==> src/rtl/gpu_insn_fetch.sv <==
// gpu_insn_fetch: PC owner and instruction fetch stage feeding decode through a two-entry queue
module gpu_insn_fetch #(
    parameter int ADDRESS_WIDTH = 16,
    parameter logic [ADDRESS_WIDTH+1:0] RESET_PC = '0
) (
    input  logic                       clock,
    input  logic                       reset,
    input  logic                       run,
    input  logic                       halt,
    input  logic                       redirect,
    input  logic [ADDRESS_WIDTH+1:0]   redirect_pc,
    output logic [ADDRESS_WIDTH-1:0]   ram_address,
    output logic                       ram_read,
    input  logic [31:0]                ram_read_data,
    output logic                       insn_valid,
    input  logic                       insn_ready,
    output logic [31:0]                insn,
    output logic [ADDRESS_WIDTH+1:0]   insn_pc,
    output logic                       fetching,
    output logic                       misaligned
);
    localparam int PW = ADDRESS_WIDTH + 2;
    localparam logic [PW-1:0] STEP = PW'(4);

    typedef enum logic [1:0] {IDLE, FETCH, HALTED} state_t;

    state_t          state, state_next;
    logic [PW-1:0]   pc, inflight_pc, q_pc0, q_pc1;
    logic [31:0]     q_insn0, q_insn1;
    logic [1:0]      count, fill;
    logic [2:0]      occupancy;
    logic            inflight, pop, push;

    assign insn_valid  = count != 2'd0;
    assign insn        = q_insn0;
    assign insn_pc     = q_pc0;
    assign ram_address = pc[PW-1:2];
    assign pop         = insn_valid && insn_ready;
    // a redirect kills the response arriving this cycle
    assign push        = inflight && !redirect;
    assign fill        = count - {1'b0, pop};
    // slots already promised: queued entries plus the read in flight, minus what leaves now
    assign occupancy   = {1'b0, count} + {2'b0, inflight} - {2'b0, pop};

    // state register
    always_ff @(posedge clock) begin
        if (reset)
            state <= IDLE;
        else
            state <= state_next;
    end

    // next state: run starts fetching, halt parks it, run resumes once halt drops
    always_comb begin
        state_next = (state == IDLE)   ? (run ? FETCH : IDLE) :
                     (state == FETCH)  ? (halt ? HALTED : FETCH) :
                     (state == HALTED) ? ((run && !halt) ? FETCH : HALTED) : IDLE;
    end

    // outputs: issue only while there is guaranteed room for the response
    always_comb begin
        fetching = state == FETCH;
        ram_read = fetching && !halt && !redirect && occupancy < 3'd2;
    end

    // PC, in-flight tag and sticky misalignment flag
    always_ff @(posedge clock) begin
        if (reset) begin
            pc         <= RESET_PC;
            inflight   <= 1'b0;
            misaligned <= 1'b0;
        end else begin
            pc       <= redirect ? {redirect_pc[PW-1:2], 2'b00} : ram_read ? pc + STEP : pc;
            inflight <= ram_read;
            if (redirect && redirect_pc[1:0] != 2'b00)
                misaligned <= 1'b1;
        end
        if (ram_read)
            inflight_pc <= pc;
    end

    // two-entry output queue; head in slot 0, pop shifts slot 1 down
    always_ff @(posedge clock) begin
        if (reset || redirect) begin
            count <= 2'd0;
        end else begin
            if (pop) begin
                q_insn0 <= q_insn1;
                q_pc0   <= q_pc1;
            end
            if (push && fill == 2'd0) begin
                q_insn0 <= ram_read_data;
                q_pc0   <= inflight_pc;
            end
            if (push && fill != 2'd0) begin
                q_insn1 <= ram_read_data;
                q_pc1   <= inflight_pc;
            end
            count <= count - {1'b0, pop} + {1'b0, push};
        end
    end
endmodule

==> config.mk <==
export PLATFORM = sky130hd
export DESIGN_NAME = gpu_insn_fetch
export DESIGN_NICKNAME = d
export VERILOG_FILES = /design/src/rtl/gpu_insn_fetch.sv
export SDC_FILE = /design/constraint.sdc
export NUM_CORES = 1
export LEC_CHECK = 0
export ABC_AREA = 1
export BUFFER_PORTS_ARGS = -buffer_cell sky130_fd_sc_hd__buf_4
export CAP_MARGIN = 20
export CELL_PAD_IN_SITES_DETAIL_PLACEMENT = 1
export CELL_PAD_IN_SITES_GLOBAL_PLACEMENT = 2
export CORE_ASPECT_RATIO = 2
export CORE_UTILIZATION = 38
export DETAILED_ROUTE_END_ITERATION = 7
export PLACE_DENSITY_LB_ADDON = 0.1
export SYNTH_ARGS = -nofsm -noshare
export SYNTH_HDL_FRONTEND = slang
export SYNTH_SLANG_ARGS = --single-unit
export TNS_END_PERCENT = 1
==> constraint.sdc <==
create_clock -name clock -period 9.9 [get_ports clock]
set_input_delay 0.495 -clock clock [delete_from_list [all_inputs] [get_ports clock]]
set_output_delay 0.495 -clock clock [all_outputs]
set_load 0.05 [all_outputs]
==> results of run 1 <==
## power by group through the flow
stage / logic [mW] / clock network, mW / registers, mW
6_report: 0.0750 / 0.664 / 0.623
5_1_grt: 0.0808 / 0.706 / 0.624
4_1_cts: 0.0763 / 0.683 / 0.623
3_5_place_dp: 0.0759 / 0 / 0.635
3_3_place_gp: 0.0742 / 0 / 0.634
2_1_floorplan: 0.0258 / 0 / 0.649
## kinds of logic (layout without fill, tap and decap cells)
family,Yosys count,count (layout)
DFF,134,134
and+or+nand+nor,141,141
AOI/OAI and AO/OA,26,26
other,1,2
xor gates and xnor gates,6,6
muxes,48,48
adders and majority gates,5,5
buffers and inverters,52,200
## metal layers
layer  vias up  routed length (um)  part of all wire [%]  GRT usage (%)
li1       1701                   -                     -              -
met1      1673                4420                    38           17.6
met2        90                6640                    56           30.3
met3        16                 450                   3.8           3.55
met4         0                 275                   2.3           7.90
met5         -                   0                     0              0
## sequential cells by signal (all words and copies together) (netlist names)
name         count
inflight         1
insn            32
count            2
q_insn1         32
misaligned       1
insn_pc         16
state            2
pc              16
q_pc1           16
inflight_pc     16
## layout by cell type (no fill, tap or decap), types with 2 or more instances in the layout
cell and instances:
buf_4 126, edfxtp_1 112, nand2_1 81, inv_1 40, mux2_2 39, nor2_1 30, nand3_1 24, dfxtp_1 22
clkbuf_16 17, a21oi_1 10, mux2_4 9, o21ai_0 8, xor2_1 4, ha_1 4, bufinv_16 4, clkinv_4 4
inv_6 3, nor2_2 2, a22oi_1 2, conb_1 2, clkinv_2 2
## per-stage QoR
| step | hold slack (ns) | total power, mW | std cells | cell area (sq um) | util (%) |
|---|---|---|---|---|---|
| floorplan | 0.422 | 0.674 | 414 | 5470 | - |
| global placement | 0.430 | 0.709 | 718 | 6590 | 47.2 |
| detailed placement | 0.436 | 0.711 | 718 | 6590 | 47.2 |
| CTS | 0.258 | 1.38 | 750 | 7220 | 51.7 |
| global route | 0.253 | 1.41 | 751 | 7240 | 51.8 |
| finish | 0.275 | 1.36 | 751 | 7240 | 51.8 |
## worst max-delay path: stages (launching register included)
cell and delay, ns:
dfxtp_1 0.46, inv_1 0.09, nand2_1 0.09, nand2_1 0.11
inv_1 0.09, ha_1 0.22, or2_2 0.30, fa_1 0.51
inv_1 0.05, nor2_1 0.09, nand3_1 0.10, nor2_2 0.09
buf_4 0.34, buf_4 0.27
## final cells by class
cell class              instances  area, sq um
fillers                      1512         6730
flip-flops and latches        134         3800
multi-input cells             228         1450
repair buffers                127          966
clock buffers                  18          429
well taps                     189          236
clock inverters                14          199
inverters                      41          154
## how the worst max path moves through the flow
stage                     cells past startpoint  slack (ns)        from  endpoint
after global placement                       12        6.63  insn_ready  ram_read
final                                        13        6.19    count[1]  ram_read
after global routing                         13        5.97    count[1]  ram_read
after floorplan                              10        5.24    count[1]   insn[0]
after CTS                                    13        6.13    count[1]  ram_read
after detailed placement                     12        6.56  insn_ready  ram_read
==> flow_summary.yaml, run 1 <==
pwr:
  seqPwrFrac_pct: 45.7
  p_leak_nw: 2.92
  power_density_nw_per_um2: 188
  peakVddDrop_v: 0.000111
  switching_share_pct: 21.5
  p_int_mw: 1.07
  clkPwrFrac_pct: 48.8
  p_switching_mw: 0.292
  power_frac_comb_pct: 5.5
yosys:
  synth-seq-cells: 134
  synth_most_common_cell: "edfxtp_1"
  synth_edf_count: 112
  async_flop_share_pct: 0
  synth_compound_area_share_pct: 2.72
  synth_mux_area_share_pct: 10.5
  synth_commonest_cells: "edfxtp_1 (112), nand2_1 (81), inv_1 (41), mux2_2 (39), nor2_1 (30)"
  ys_warn_count: 0
  yosysUniqueCellTypes: 32
  synth_simple_gate_area_share_pct: 10.6
  netlist_area_sq_um: 5460
  yosysTopAreaCell: "edfxtp_1"
  syn_inst: 413
  synth_ff_type: "edfxtp_1"
  synth-adder-area-share_pct: 1.28
  synthXorXnorAreaFrac_pct: 1.10
  ys_seq_area_share_pct: 69.6
  synth_top_area_share_pct: 61.6
  synth_top_family_by_area: "simple AND/OR/NAND/NOR gates"
  avgSynthCellArea_sq_um: 13.2
  synthTopCellsByArea: "edfxtp_1 (62%), dfxtp_1 (8.1%), mux2_2 (8.0%), nand2_1 (5.6%), inv_1 (2.8%)"
routing:
  detail-route-antenna-nets: 0
  drc: 0
  vias: 3480
  dr.pass1.iters: 4
  wl_per_cell_um: 15.7
  drt_iter0_markers: 95
  wl_um: 11800
  avgViaCountPerCell: 4.63
sta:
  final_max_slew_viol_count: 0
  finalCritPeriodShare_pct: 37.5
  setup_viol: 0
  rsz0062_at_grt: "false"
  tightest_slew_ns: 0.721
  finalClockSkew_ns: 0.0122
  hold_viol: 0
  slew_headroom_pct: 51.9
  fin_tns_setup_ns: 0
  period_needed_ns: 3.71
  fin_ws_ns: 6.19
  fmaxAchievable_ghz: 0.270
critical_path:
  rr_endpoint: "pc[10]"
  r2r-start: "count[1]"
  crit_path_end_kind: "output port"
  crit_path_max_fanout: 29
  path_class: "reg -> out"
  cp.arrival_ns: 3.21
  reg2regPathDepth: 17
  ff2ff_setup_slack_ns: 6.82
  crit_path_start_kind: "register"
  required_ns: 9.41
floorplan:
  core_sq_um: 14000
  rows: 61
  die_h_um: 172
  start_util_pct: 39.1
  die_w_um: 86.8
  die_area_sq_um: 14900
  num_io_pins: 126
global_route:
  grt_pass1_vias: 3615
  antenna_found_initial: 0
  grt_max_degree: 50
  grt_usage_pct: 16.5
  overflow: 0
  grt_pass1_wl_um: 18500
placed_design:
  port_buffers: 123
  place_ws_ns: 6.56
  dpl.hpwl_um: 8350
  finalWeightedCongestion: 0.787
clock_tree:
  ctsResizeCount: 0
  cts_hold_buf: 0
  cts_tree: "built"
  cts_made_buffers: 17
  post_cts_buffers: 0
  clk_path_buf_depth: 2
  cts-root-buf: "clkbuf_16"
  clk_latency_ns: 0.41
  path_clk_slew_ns: 0.06
  htreeDepth: 4
  cts_sinks: 134
layout:
  syn_to_final_growth_pct: 32.5
  final_nets: 610
  drive_gt1_share_pct: 37.9
  insertedDiodeCount: 0
worst_hold_path:
  min_path_cells: 1
  min-delay-start: "ram_read_data[24]"
  worstHoldEndpoint: "q_insn1[24]"
  hp-class: "in -> reg"
flow_run:
  cap_viol_max_count: 0
status:
  status: "complete, no violations"
No activity file was read; power rests on OpenSTA's default activity.
==> run 2: changes to the inputs <==
- CORE_UTILIZATION: 38 -> 32
- clock period: 9.9 -> 3.1 ns (I/O delays scaled with it)
==> flow_summary.yaml, run 2 (synthesis gave the netlist of run 1 again) <==
status:
  status: "complete, no violations"
global_route:
  antenna_found_initial: 0
  grt_pass1_vias: 4053
  grt_pass1_wl_um: 20400
  grt_usage_pct: 15.5
  overflow: 0
  grt_max_degree: 49
pwr:
  switching_share_pct: 22.4
  power_mw: 4.10
  power_density_nw_per_um2: 538
  clkPwrFrac_pct: 44.5
  p_leak_nw: 3.08
  p_switching_mw: 0.920
  peakVddDrop_v: 0.000273
  p_int_mw: 3.18
  power_frac_comb_pct: 6.9
  seqPwrFrac_pct: 48.5
worst_hold_path:
  hp-class: "in -> reg"
critical_path:
  crit_path_max_fanout: 3
  crit_slowest_cell: "fa_1"
  cp.buffers_inverters: 5
  crit_chain: "inv_2 > nand2_2 > nand2_2 > inv_1 > ha_1 > or2_4 > fa_1 > inv_1 > nor2_1 > nand3_1 > nor2_4 > buf_12 > buf_12"
  cp_slowest_stage_delay_ns: 0.56
  path_class: "reg -> out"
  crit_path_end_kind: "output port"
  crit_path_start_kind: "register"
  critPathTopFamily: "adder cells"
  cp.arrival_ns: 2.80
  required_ns: 2.94
placed_design:
  dpl.hpwl_um: 8780
  place_ws_ns: 0.222
  port_buffers: 123
  finalWeightedCongestion: 0.793
floorplan:
  die_area_sq_um: 17600
  rows: 67
  start_util_pct: 32.6
  die_h_um: 187
  die_w_um: 94.4
  num_io_pins: 126
  core_sq_um: 16800
sta:
  final_max_slew_viol_count: 0
  setup_viol: 0
  slew_headroom_pct: 53.6
  hold-worst-slack_ns: 0.0236
  fin_tns_setup_ns: 0
  period_needed_ns: 2.96
  fmaxAchievable_ghz: 0.338
  finalCritPeriodShare_pct: 95.5
  hold_viol: 0
  rsz0062_at_grt: "false"
  fin_ws_ns: 0.140
  tightest_slew_ns: 0.696
  finalClockSkew_ns: 0.00858
clock_tree:
  cts_tree: "built"
  htreeDepth: 4
  path_clk_slew_ns: 0.06
  cts_sinks: 134
  clk_latency_ns: 0.41
  cts-root-buf: "clkbuf_16"
  clk_path_buf_depth: 2
  cts_made_buffers: 17
flow_run:
  cap_viol_max_count: 0
routing:
  drt_iter0_markers: 93
  wl_per_cell_um: 15.8
  avgViaCountPerCell: 4.56
  vias: 3686
  dr.pass1.iters: 4
  detail-route-antenna-nets: 0
  wl_um: 12800
  drc: 0
layout:
  mostFrequentLayoutCell: "buf_4"
  final_util_pct: 45.5
  insertedDiodeCount: 0
  layout_common_cells: "buf_4 (130), edfxtp_1 (112), nand2_1 (79)"
  final_nets: 650
  drive_gt1_share_pct: 37.2
  syn_to_final_growth_pct: 39.5
-- run 2: cell count changes in the layout (fill, tap and decap cells not counted), sizes merged --
cell	change
inv	-2
clkinv	+5
bufbuf	+1
clkbuf	-1
bufinv	-3
buf	+6
dlygate4sd3	+33
clkinvlp	+1
-- run 2: power by group through the flow --
stage               Sequential [mW]  Combinational (mW)  Clock, mW
finish                         1.99               0.284       1.83
global route                   1.99               0.309       1.95
CTS                            1.99               0.288       1.89
detailed placement             2.03               0.245          0
global placement               2.03               0.240          0
floorplan                      2.07              0.0834          0
-- run 2: final cells by class --
cell class / count / area (sq um)
clock buffer: 17 / 425
clock inverter: 15 / 114
fill: 1820 / 9140
inverter: 41 / 154
multi-input combinational: 228 / 1470
sequential: 134 / 3800
tap: 207 / 259
timing repair buffer: 167 / 1400
-- run 2: routing by layer --
metal,GRT usage (%),vias up,part of all wire (%)
met5,0,-,0
met4,7.34,0,2.3
met3,3.26,18,3.6
met2,29.4,91,56
met1,15.2,1788,38
li1,-,1789,-
-- run 2: stage by stage --
step	instance area, sq um	instances
final	7620	809
after floorplan	5480	414
after global placement	6660	738
after global routing	7620	809
after CTS	7590	807
after detailed placement	6660	738
-- run 2: worst paths after layout --
| check | slack [ns] | startpoint | end | cells after the start |
|---|---|---|---|---|
| setup / recovery | 0.14 | count[0] | ram_read | 13 |
| hold / removal | 0.02 | redirect_pc[11] | pc[11] | 5 |
| setup reg to reg | 0.25 | count[0] | pc[7] | 18 |
| hold reg to reg | 0.45 | inflight_pc[4] | q_pc1[4] | 0 |
-- run 2: repair_timing --
action | in CTS | in global routing
hold buffers | 33 | 0
buffers inserted | 3 | 2
gates cloned | 1 | 0
resized for setup | 3 | 7
hold endpoints to repair | 33 | 0
pin swaps | 1 | 4
setup endpoints to repair | 1 | 10
-- run 2: worst reg2reg max path, delay by kind of cell (launching register included) --
family,cells,cell delay [ns]
buf+inv,6,0.52
fa+ha+maj,2,0.85
flops,1,0.30
simple gates,10,1.08
